--- src/rtl/core_pkg.sv ---
// Shared core types: memory-arbiter FSM state and owner encodings, plus the
// reset program counter used by the core control FSM.
package core_pkg;

    typedef enum logic [1:0] {
        IDLE,
        ISSUE,
        WAIT
    } arb_state_e;

    typedef enum logic {
        OWN_IF,
        OWN_DM
    } arb_owner_e;

    localparam logic [31:0] RESET_PC = 32'h8000_0000;

endpackage

--- src/rtl/mem_port_arbiter.sv ---
// Shares one single-port memory between instruction fetch and load/store, one
// transaction in flight. Define MEM_ARB_RR_EN for round-robin tie breaking.
module mem_port_arbiter
    import core_pkg::*;
#(
    parameter int ADDR_W  = 32,
    parameter int DATA_W  = 32,
    parameter int MEM_LAT = 1
) (
    input  logic              clk_i,
    input  logic              rst_i,
    input  logic              if_req_i,
    input  logic [ADDR_W-1:0] if_addr_i,
    output logic              if_gnt_o,
    output logic              if_rvalid_o,
    output logic [DATA_W-1:0] if_rdata_o,
    input  logic              dm_req_i,
    input  logic              dm_we_i,
    input  logic [ADDR_W-1:0] dm_addr_i,
    input  logic [DATA_W-1:0] dm_wdata_i,
    output logic              dm_gnt_o,
    output logic              dm_rvalid_o,
    output logic [DATA_W-1:0] dm_rdata_o,
    output logic              mem_rw_o,
    output logic [ADDR_W-1:0] mem_addr_o,
    output logic [DATA_W-1:0] mem_data_o,
    input  logic [DATA_W-1:0] mem_out_i,
    output logic              busy_o
);

    localparam logic [2:0] LAT_LAST = 3'(MEM_LAT - 1);

    arb_state_e        state, state_nxt;
    arb_owner_e        owner;
    logic              wr_q;
    logic [2:0]        cnt;
    logic [DATA_W-1:0] if_rdata_q, dm_rdata_q;
    logic [DATA_W-1:0] dm_resp;
    logic              gnt_if, gnt_dm, rv_if, rv_dm;
    logic              tie_to_if;

`ifdef MEM_ARB_RR_EN
    // Remembers which requester won the most recent grant, contested or not.
    logic last_dm;

    always_ff @(posedge clk_i) begin
        if (!rst_i) begin
            last_dm <= 1'b0;
        end else if (gnt_if || gnt_dm) begin
            last_dm <= gnt_dm;
        end
    end

    assign tie_to_if = last_dm;
`else
    assign tie_to_if = 1'b0;
`endif

    always_ff @(posedge clk_i) begin
        if (!rst_i) begin
            state <= IDLE;
        end else begin
            state <= state_nxt;
        end
    end

    always_comb begin
        state_nxt = state;
        gnt_if    = 1'b0;
        gnt_dm    = 1'b0;
        rv_if     = 1'b0;
        rv_dm     = 1'b0;
        unique case (state)
            IDLE: begin
                if (if_req_i && dm_req_i) begin
                    gnt_if = tie_to_if;
                    gnt_dm = !tie_to_if;
                end else begin
                    gnt_if = if_req_i;
                    gnt_dm = dm_req_i;
                end
                if (if_req_i || dm_req_i) begin
                    state_nxt = ISSUE;
                end
            end
            ISSUE: state_nxt = WAIT;
            WAIT: begin
                if (cnt == LAT_LAST) begin
                    rv_if     = (owner == OWN_IF);
                    rv_dm     = (owner == OWN_DM);
                    state_nxt = IDLE;
                end
            end
            default: state_nxt = IDLE;
        endcase
    end

    // A completed write reports zero data rather than whatever the memory drives.
    assign dm_resp = wr_q ? '0 : mem_out_i;

    always_ff @(posedge clk_i) begin
        if (!rst_i) begin
            owner      <= OWN_IF;
            wr_q       <= 1'b0;
            cnt        <= '0;
            mem_rw_o   <= 1'b0;
            mem_addr_o <= '0;
            mem_data_o <= '0;
            if_rdata_q <= '0;
            dm_rdata_q <= '0;
        end else begin
            mem_rw_o <= 1'b0;
            unique case (state)
                IDLE: begin
                    if (gnt_dm) begin
                        owner      <= OWN_DM;
                        wr_q       <= dm_we_i;
                        mem_rw_o   <= dm_we_i;
                        mem_addr_o <= dm_addr_i;
                        mem_data_o <= dm_wdata_i;
                    end else if (gnt_if) begin
                        owner      <= OWN_IF;
                        wr_q       <= 1'b0;
                        mem_addr_o <= if_addr_i;
                    end
                end
                ISSUE:   cnt <= '0;
                WAIT:    cnt <= cnt + 3'd1;
                default: cnt <= '0;
            endcase
            if (rv_if) begin
                if_rdata_q <= mem_out_i;
            end
            if (rv_dm) begin
                dm_rdata_q <= dm_resp;
            end
        end
    end

    assign if_gnt_o    = gnt_if;
    assign dm_gnt_o    = gnt_dm;
    assign if_rvalid_o = rv_if;
    assign dm_rvalid_o = rv_dm;
    assign if_rdata_o  = rv_if ? mem_out_i : if_rdata_q;
    assign dm_rdata_o  = rv_dm ? dm_resp : dm_rdata_q;
    assign busy_o      = (state != IDLE);

endmodule
--- config.mk ---
export PLATFORM = sky130hd
export DESIGN_NAME = mem_port_arbiter
export DESIGN_NICKNAME = d
export VERILOG_FILES = /design/src/rtl/core_pkg.sv /design/src/rtl/mem_port_arbiter.sv
export SDC_FILE = /design/constraint.sdc
export NUM_CORES = 1
export LEC_CHECK = 0
export ABC_AREA = 1
export CORE_MARGIN = 2
export CORE_UTILIZATION = 42
export CTS_CLUSTER_SIZE = 8
export DETAILED_ROUTE_END_ITERATION = 16
export HOLD_SLACK_MARGIN = 0.15
export PLACE_DENSITY = 0.77
export SYNTH_ARGS = -nofsm -noshare
export SYNTH_HDL_FRONTEND = slang
export SYNTH_SLANG_ARGS = --single-unit
--- constraint.sdc ---
create_clock -name clk_i -period 2.2 [get_ports clk_i]
set_input_delay 0.44 -clock clk_i [delete_from_list [all_inputs] [get_ports clk_i]]
set_output_delay 0.44 -clock clk_i [all_outputs]
set_load 0.05 [all_outputs]
==> metrics, run 1 <==
leakage=roughly 5.5 nW; die height=125 microns; Slew @ Worst Pin=about 600 ps; Async SR Flop Fraction=0%; TritonCTS buffer count=17; hold crit path type=flip-flop to flip-flop; Worst Skew=approximately 9 ps; worst hold start=dm_rdata_q[5]; Synth Net Count=between 1000 and 1500; R2R cell count=18; wire per inst=16.8 microns; htree depth=4; first-pass GRT wire length=35600 microns; Slew headroom=between 60% and 70%; Post-Synthesis Cells=~940; final worst slack=-258 ps; GP Congestion=0.852; post-route cell area=~12000 sq um; clock sink count=about 140; period utilization=112%; initial core utilization=42.6%; total wire length=approximately 25000 microns; CP cell instances=inv_2, ha_4, nand2_4, nor2_4, buf_6, buf_12, buf_16, nand3_1, nand2_2, inv_2, buf_12; switch share=between 30 and 40%; post-layout minimum cycle time=approximately 2500 ps; Arr. time, crit path=roughly 2000 ps; crit path max fanout=8; PwrDens=~750 nW/um^2; number of global-route vias before repair=7136; Chip Width=125 microns; Mean Syn Cell Area=between 6 and 7 sq um; WHS Endpoint=dm_rdata_q[5]; Yosys cell types=21; FP Rows=44; Global Route Usage Sum=28.6%; data required time of the worst path=1760 ps; DIE AREA=between 15000 and 20000 sq um; worst reg2reg path startpoint=cnt[0]; Crit. End Element=output pin; synth top area cells=dfxtp_1 (45%), nand2_1 (15%), inv_1 (10%), nor2_1 (8.2%), nand3_1 (8.0%); layout cells sized above 1=between 20% and 30%; Seq/Total Area, Yosys=44.5%; Setup CP Type=flip-flop to output pin; fin cells=roughly 1500; VDD IR-drop max=0.000585 V; reg2reg end=if_rdata_q[9]; failing checks=setup timing; Ys Warns=0; Final Net Count=1425; Gate power share=34.1%; Worst-Skew Late Latency=between 400 and 500 ps; cell area after synthesis=roughly 6100 sq um; MaxCap Viol Count=0; FMAX=around 410 MHz; fin. max-slew vios=0; Filler cells=approximately 890; Root Buffer=clkbuf_16; Setup WS pre-CTS=around 210 ps; drt initial violations=roughly 600; clock tree buffer depth=2; status=finished, violations left; vias per cell=5.02; num ports=between 200 and 300; RSZ-0062 raised after global routing=true; antenna violations before repair=0; # setup viols final=between 60 and 70; register share of total power=~31%; reg2reg setup slack=-180 ps; pin count of the biggest net entering global routing=66; commonest cells after routing, fill and taps aside=clkdlybuf4s50_1 (197), nand2_1 (159), dfxtp_1 (133); Detailed Routing Iterations Pass 1=5; Congestion Overflow GR=0; total core area=14400 sq um; Synth area leader=dfxtp_1; Yosys reg bits=approximately 140; placed cell count=approximately 1400; Min Hold Slack=approximately 470 ps; Reg clk slew, reported paths=about 60 ps; DPL Wire Length=13200 microns; Pint=a little under 0.006 W; CP peak stage delay=approximately 320 ps; antenna viol nets, final=0; Worst Hold Path Cells=2; switching pwr=0.00287 W; clock share of power=34.7%; Worst path slowest cell=dfxtp_2; Post-DP Area=approximately 9300 sq um; Final Hold Viols=0; Yosys top cell area share=~45%; CP Launch Type=flip-flop; commonest non-fill, non-tap cell in the layout=clkdlybuf4s50_1; Residual DRC=0; ANT cells=0; Syn-to-layout area delta=89.9%; Most used DFF post-synth=dfxtp_1; CTS tree=built; Via Count=about 7500; IO Port Bufs=266; Post-synth EDFFs=0
==> power groups by stage <==
stage	logic [W]	registers, W	clock network [W]
5_1_grt	0.00313	0.00275	0.00316
3_3_place_gp	0.00237	0.00277	0
2_1_floorplan	0.000919	0.00322	0
6_report	0.00299	0.00274	0.00304
4_1_cts	0.00279	0.00273	0.00305
3_5_place_dp	0.00239	0.00278	0
==> cells in the mapped netlist, types with 2 or more instances <==
cell type	number
nand2_2	2
a21oi_1	70
nor2_1	134
dfxtp_1	136
inv_2	3
inv_1	167
nand2_1	238
o21ai_0	26
nor2_4	2
ha_1	2
clkbuf_1	26
buf_4	3
buf_2	23
o21ai_1	6
nand3_1	98
buf_6	3
==> per-layer routing <==
metal	part of all wire [%]	GRT usage [%]	routed length, microns	vias to the layer above
li1	-	-	-	3536
met1	36	30.7	8860	3384
met2	50	50.4	12500	439
met3	9.2	9.32	2300	110
met4	5.2	14.3	1290	0
met5	0	0	0	-
==> area by class of cell <==
| cell class | instances | area [sq um] | share of cell area, % |
|---|---|---|---|
| Clock buffer | 26 | 519 | 4.47 |
| Clock inverter | 6 | 110 | 0.948 |
| Inverter | 171 | 668 | 5.75 |
| Multi-Input combinational cell | 581 | 3060 | 26.4 |
| Sequential cell | 136 | 2730 | 23.5 |
| Tap cell | 184 | 230 | 1.98 |
| Timing Repair Buffer | 383 | 4300 | 37.0 |
==> registers in the layout, indices dropped and copies added (netlist names), 2 cells and up <==
signal and flops:
mem_addr_o 32, dm_rdata_q 32, state 2, mem_data_o 32
cnt 3, if_rdata_q 32
==> logic make-up (layout without fill, tap and decap cells) <==
logic type      count (synthesis)  in the layout  share of synthesized area, %
compound gates                103            103                          8.49
flops                         136            136                          44.5
fa+ha+maj                       2              2                         0.409
simple gates                  476            476                          31.6
buf+inv                       227            586                          15.0
==> stage by stage <==
step	TNS (ps)	util (%)	total power (W)
floorplan	0	-	0.00414
global placement	0	64.6	0.00514
detailed placement	0	64.6	0.00517
CTS	-6150	77.8	0.00857
global route	-13330	80.8	0.00904
finish	-8520	80.8	0.00876
==> how the worst max path moves through the flow <==
stage	cells past startpoint	slack, ps	startpoint	endpoint
after global placement	6	250	dm_req_i	wr_q
final	11	-260	cnt[0]	if_rdata_o[15]
after global routing	11	-320	cnt[0]	if_rdata_o[15]
after detailed placement	7	210	dm_req_i	mem_addr_o[27]
after CTS	11	-120	cnt[1]	if_rdata_o[21]
after floorplan	4	150	state[1]	if_gnt_o
==> critical path: cells and delay by family (launching register included) <==
kind | cells | cell delay [ps]
buf+inv | 6 | 670
simple gates | 4 | 440
flops | 1 | 320
fa+ha+maj | 1 | 150
==> timing repair <==
| item | CTS | global route |
|---|---|---|
| gates cloned | 9 | 0 |
| pin swaps | 15 | 23 |
| hold buffers | 0 | 0 |
| setup endpoints to repair | 65 | 72 |
| buffers inserted | 83 | 12 |
| resized for setup | 148 | 130 |
(Power assumes the default switching activity.)
==> run 2: changes to the inputs <==
ABC_AREA = not set   (was 1)
CORE_UTILIZATION = 44   (was 42)
PLACE_DENSITY = 0.78   (was 0.77)
==> run 2 against run 1 <==
  * The run still ends with setup timing left
  * Combinational power decreased by 32%
  * Highest routed layer unchanged
  * Largest power group unchanged
  * Count of clock-buffer cells in the layout down 2
  * Area after synthesis rose by 9.5%
  * Setup slack worse by 200 ps
  * Die area rose by 4.4%
==> metrics, run 2 <==
status=finished, violations left; failing checks=setup timing; FMAX=377 MHz (-7.4%); htree depth=4 (unchanged); WHS Endpoint=mem_addr_o[28]; Yosys cell types=35 (+67%); Post-DP Area=9880 sq um (+6.5%); drt initial violations=427 (-27%); Synth top cells by count=nand2_1 (162), dfxtp_1 (136), nor2b_1 (63); Syn-to-layout area delta=65.2%; Congestion Overflow GR=0 (unchanged); Crit. End Element=output pin; number of global-route vias before repair=6290 (-12%); R2R cell count=11 (-7); count leader, synth=nand2_1; switching pwr=0.00228 W (-20%); Root Buffer=clkbuf_16; synth top area cells=dfxtp_1 (41%), nand2_1 (9.1%), mux2_1 (6.2%), mux2_4 (6.1%), nor2b_1 (5.9%); DPL Wire Length=12900 microns (-2.3%); Yosys reg bits=136 (unchanged); Most used DFF post-synth=dfxtp_1; Via Count=6391 (-14%); Synth Net Count=888 (-18%); worst hold start=rst_i; period utilization=121% (+8.9 points); Filler cells=1035 (+16%); VDD IR-drop max=0.000605 V (+3.6%); Synth area leader=dfxtp_1; final worst slack=-453 ps (-195 ps); Residual DRC=0 (unchanged); TritonCTS buffer count=17 (unchanged); # setup viols final=66 (-1.5%); RSZ-0062 raised after global routing=true; MaxCap Viol Count=0 (unchanged); Worst-Skew Late Latency=420 ps (about the same); worst reg2reg path startpoint=cnt[0]; setup tns final=-26400 ps (-17890 ps); first-pass GRT wire length=32000 microns (-10%); ANT cells=0 (unchanged); Post-CTS Hold Buffers=0 (unchanged); Gate power share=27.0% (-7.1 points); clock share of power=37.3% (+2.6 points); Worst Skew=6.63 ps (-2.64 ps); DIE AREA=16200 sq um (+4.4%); Pint=0.00525 W (-11%); PwrDens=680 nW/um^2 (-9.8%); Mean Syn Cell Area=8.89 sq um (+37%); Final Hold Viols=0 (unchanged); Post-Synthesis Cells=753 (-20%); total wire length=20100 microns (-19%); fin. max-slew vios=0 (unchanged); leakage=4.33 nW (-21%); crit path max fanout=20 (+12); Worst Hold Path Cells=2 (unchanged); IO Port Bufs=266 (unchanged); Slew @ Worst Pin=558 ps (-33.9 ps); num ports=267 (unchanged); reg2reg end=dm_rdata_q[23]; vias per cell=5.20 (+3.5%); Yosys top cell area share=40.7% (-3.9 points); Seq/Total Area, Yosys=40.7% (-3.9 points); Global Route Usage Sum=24.5% (-4.1 points); CP Launch Type=flip-flop; CTS tree=built; total core area=15000 sq um (+4.6%); commonest non-fill, non-tap cell in the layout=clkdlybuf4s50_1; Slew headroom=62.7% (+2.3 points); hold crit path type=input port to flip-flop; cell area after synthesis=6700 sq um (+9.5%); data required time of the worst path=1760 ps (about the same); GP Congestion=0.799 (-6.1%); post-route cell area=11100 sq um (-4.7%); die height=127 microns (+2.2%); Setup CP Type=flip-flop to output pin; register share of total power=35.7% (+4.5 points); Arr. time, crit path=2210 ps (+190 ps); wire per inst=16.4 microns (-2.5%); FP Rows=45 (+2.3%); Post-synth EDFFs=0 (unchanged); clock sink count=136 (unchanged); layout cells sized above 1=22.8% (-6.2 points); Chip Width=127 microns (+2.2%); antenna violations before repair=0 (unchanged); antenna viol nets, final=0 (unchanged); pin count of the biggest net entering global routing=83 (+26%); Detailed Routing Iterations Pass 1=4 (-1); Ys Warns=0 (unchanged); Reg clk slew, reported paths=60 ps (about the same); post-layout minimum cycle time=2650 ps (+195 ps); clock tree buffer depth=2 (unchanged); Final Net Count=1163 (-18%); switch share=30.3% (-2.4 points); reg2reg setup slack=180 ps (+360 ps); initial core utilization=44.6% (+2.0 points); commonest cells after routing, fill and taps aside=clkdlybuf4s50_1 (195), nand2_1 (162), dfxtp_1 (134); Async SR Flop Fraction=0% (unchanged)
-- run 2: cell types whose count changed after synthesis, sizes merged, moves of 35 or more --
cell    previous run  this run
nor2b              0        63
mux2               0        64
a21oi             70        31
inv              170         4
nand3             98         0
nand2            240       162
a21boi             0        35
nor2             137        36
-- run 2: logic make-up after synthesis --
kind of cell / Yosys count / synth area share [%]
adder cells (fa/ha/maj): 2 / 0.374
multiplexers: 98 / 17.4
buffers and inverters: 77 / 5.72
AND/OR/NAND/NOR: 306 / 21.4
XOR/XNOR: 2 / 0.262
AO/OA/AOI/OAI: 132 / 14.2
flip-flops: 136 / 40.7
-- run 2: worst max-delay path by stage --
stage / start / end / slack (ps) / cells past startpoint
2_1_floorplan: cnt[0] / if_rdata_o[24] / -50 / 8
3_3_place_gp: cnt[0] / dm_rdata_o[0] / -30 / 7
3_5_place_dp: cnt[0] / dm_rdata_o[0] / -80 / 7
4_1_cts: cnt[1] / dm_rdata_o[23] / -400 / 9
5_1_grt: cnt[0] / if_rdata_o[23] / -570 / 7
6_report: cnt[0] / if_rdata_o[30] / -450 / 7
-- run 2: per-stage QoR --
stage	power, W	utilization, %	instances	hold WS, ps	setup WS [ps]
after floorplan	0.00388	-	753	424	-50.4
after detailed placement	0.00465	65.7	1171	435	-84.7
after CTS	0.00755	73.5	1228	435	-403
final	0.00753	73.6	1229	439	-453
after global routing	0.00782	73.6	1229	442	-569
after global placement	0.00463	65.7	1171	435	-33.7
-- run 2: layer usage --
| metal | GRT usage, % | vias to the layer above | part of all wire [%] |
|---|---|---|---|
| met5 | 0 | - | 0 |
| met4 | 9.63 | 0 | 2.7 |
| met3 | 6.66 | 40 | 6.9 |
| met2 | 42.2 | 232 | 49 |
| met1 | 29.0 | 2987 | 41 |
| li1 | - | 3132 | - |
-- run 2: repair_timing --
item | CTS | global route
setup buffers | 22 | 4
gates resized for setup | 92 | 3
pin swaps | 3 | 2
gates cloned | 4 | 1
endpoints found under the setup margin | 67 | 97
-- run 2: cell type report --
cell class	instances	area (sq um)	area share, %
Multi-Input combinational cell	540	3770	34.1
Tap cell	188	235	2.13
Timing Repair Buffer	329	3740	33.8
Inverter	4	15.0	0.136
Clock buffer	24	482	4.35
Sequential cell	136	2730	24.6
Clock inverter	8	95.1	0.859
-- run 2: power by group through the flow --
| stage | Clock, W | Combinational, W | Sequential [W] |
|---|---|---|---|
| 6_report | 0.00281 | 0.00203 | 0.00269 |
| 2_1_floorplan | 0 | 0.000776 | 0.00310 |
| 5_1_grt | 0.00298 | 0.00214 | 0.00271 |
| 3_5_place_dp | 0 | 0.00191 | 0.00274 |
| 3_3_place_gp | 0 | 0.00190 | 0.00273 |
| 4_1_cts | 0.00284 | 0.00202 | 0.00269 |
-- run 2: critical path, cell delays in order (launching register included) --
cell      delay [ps]
dfxtp_2          320
inv_2             60
ha_4             140
nor4bb_4         270
and2b_4          290
buf_12           220
mux2_4           330
buf_12           150
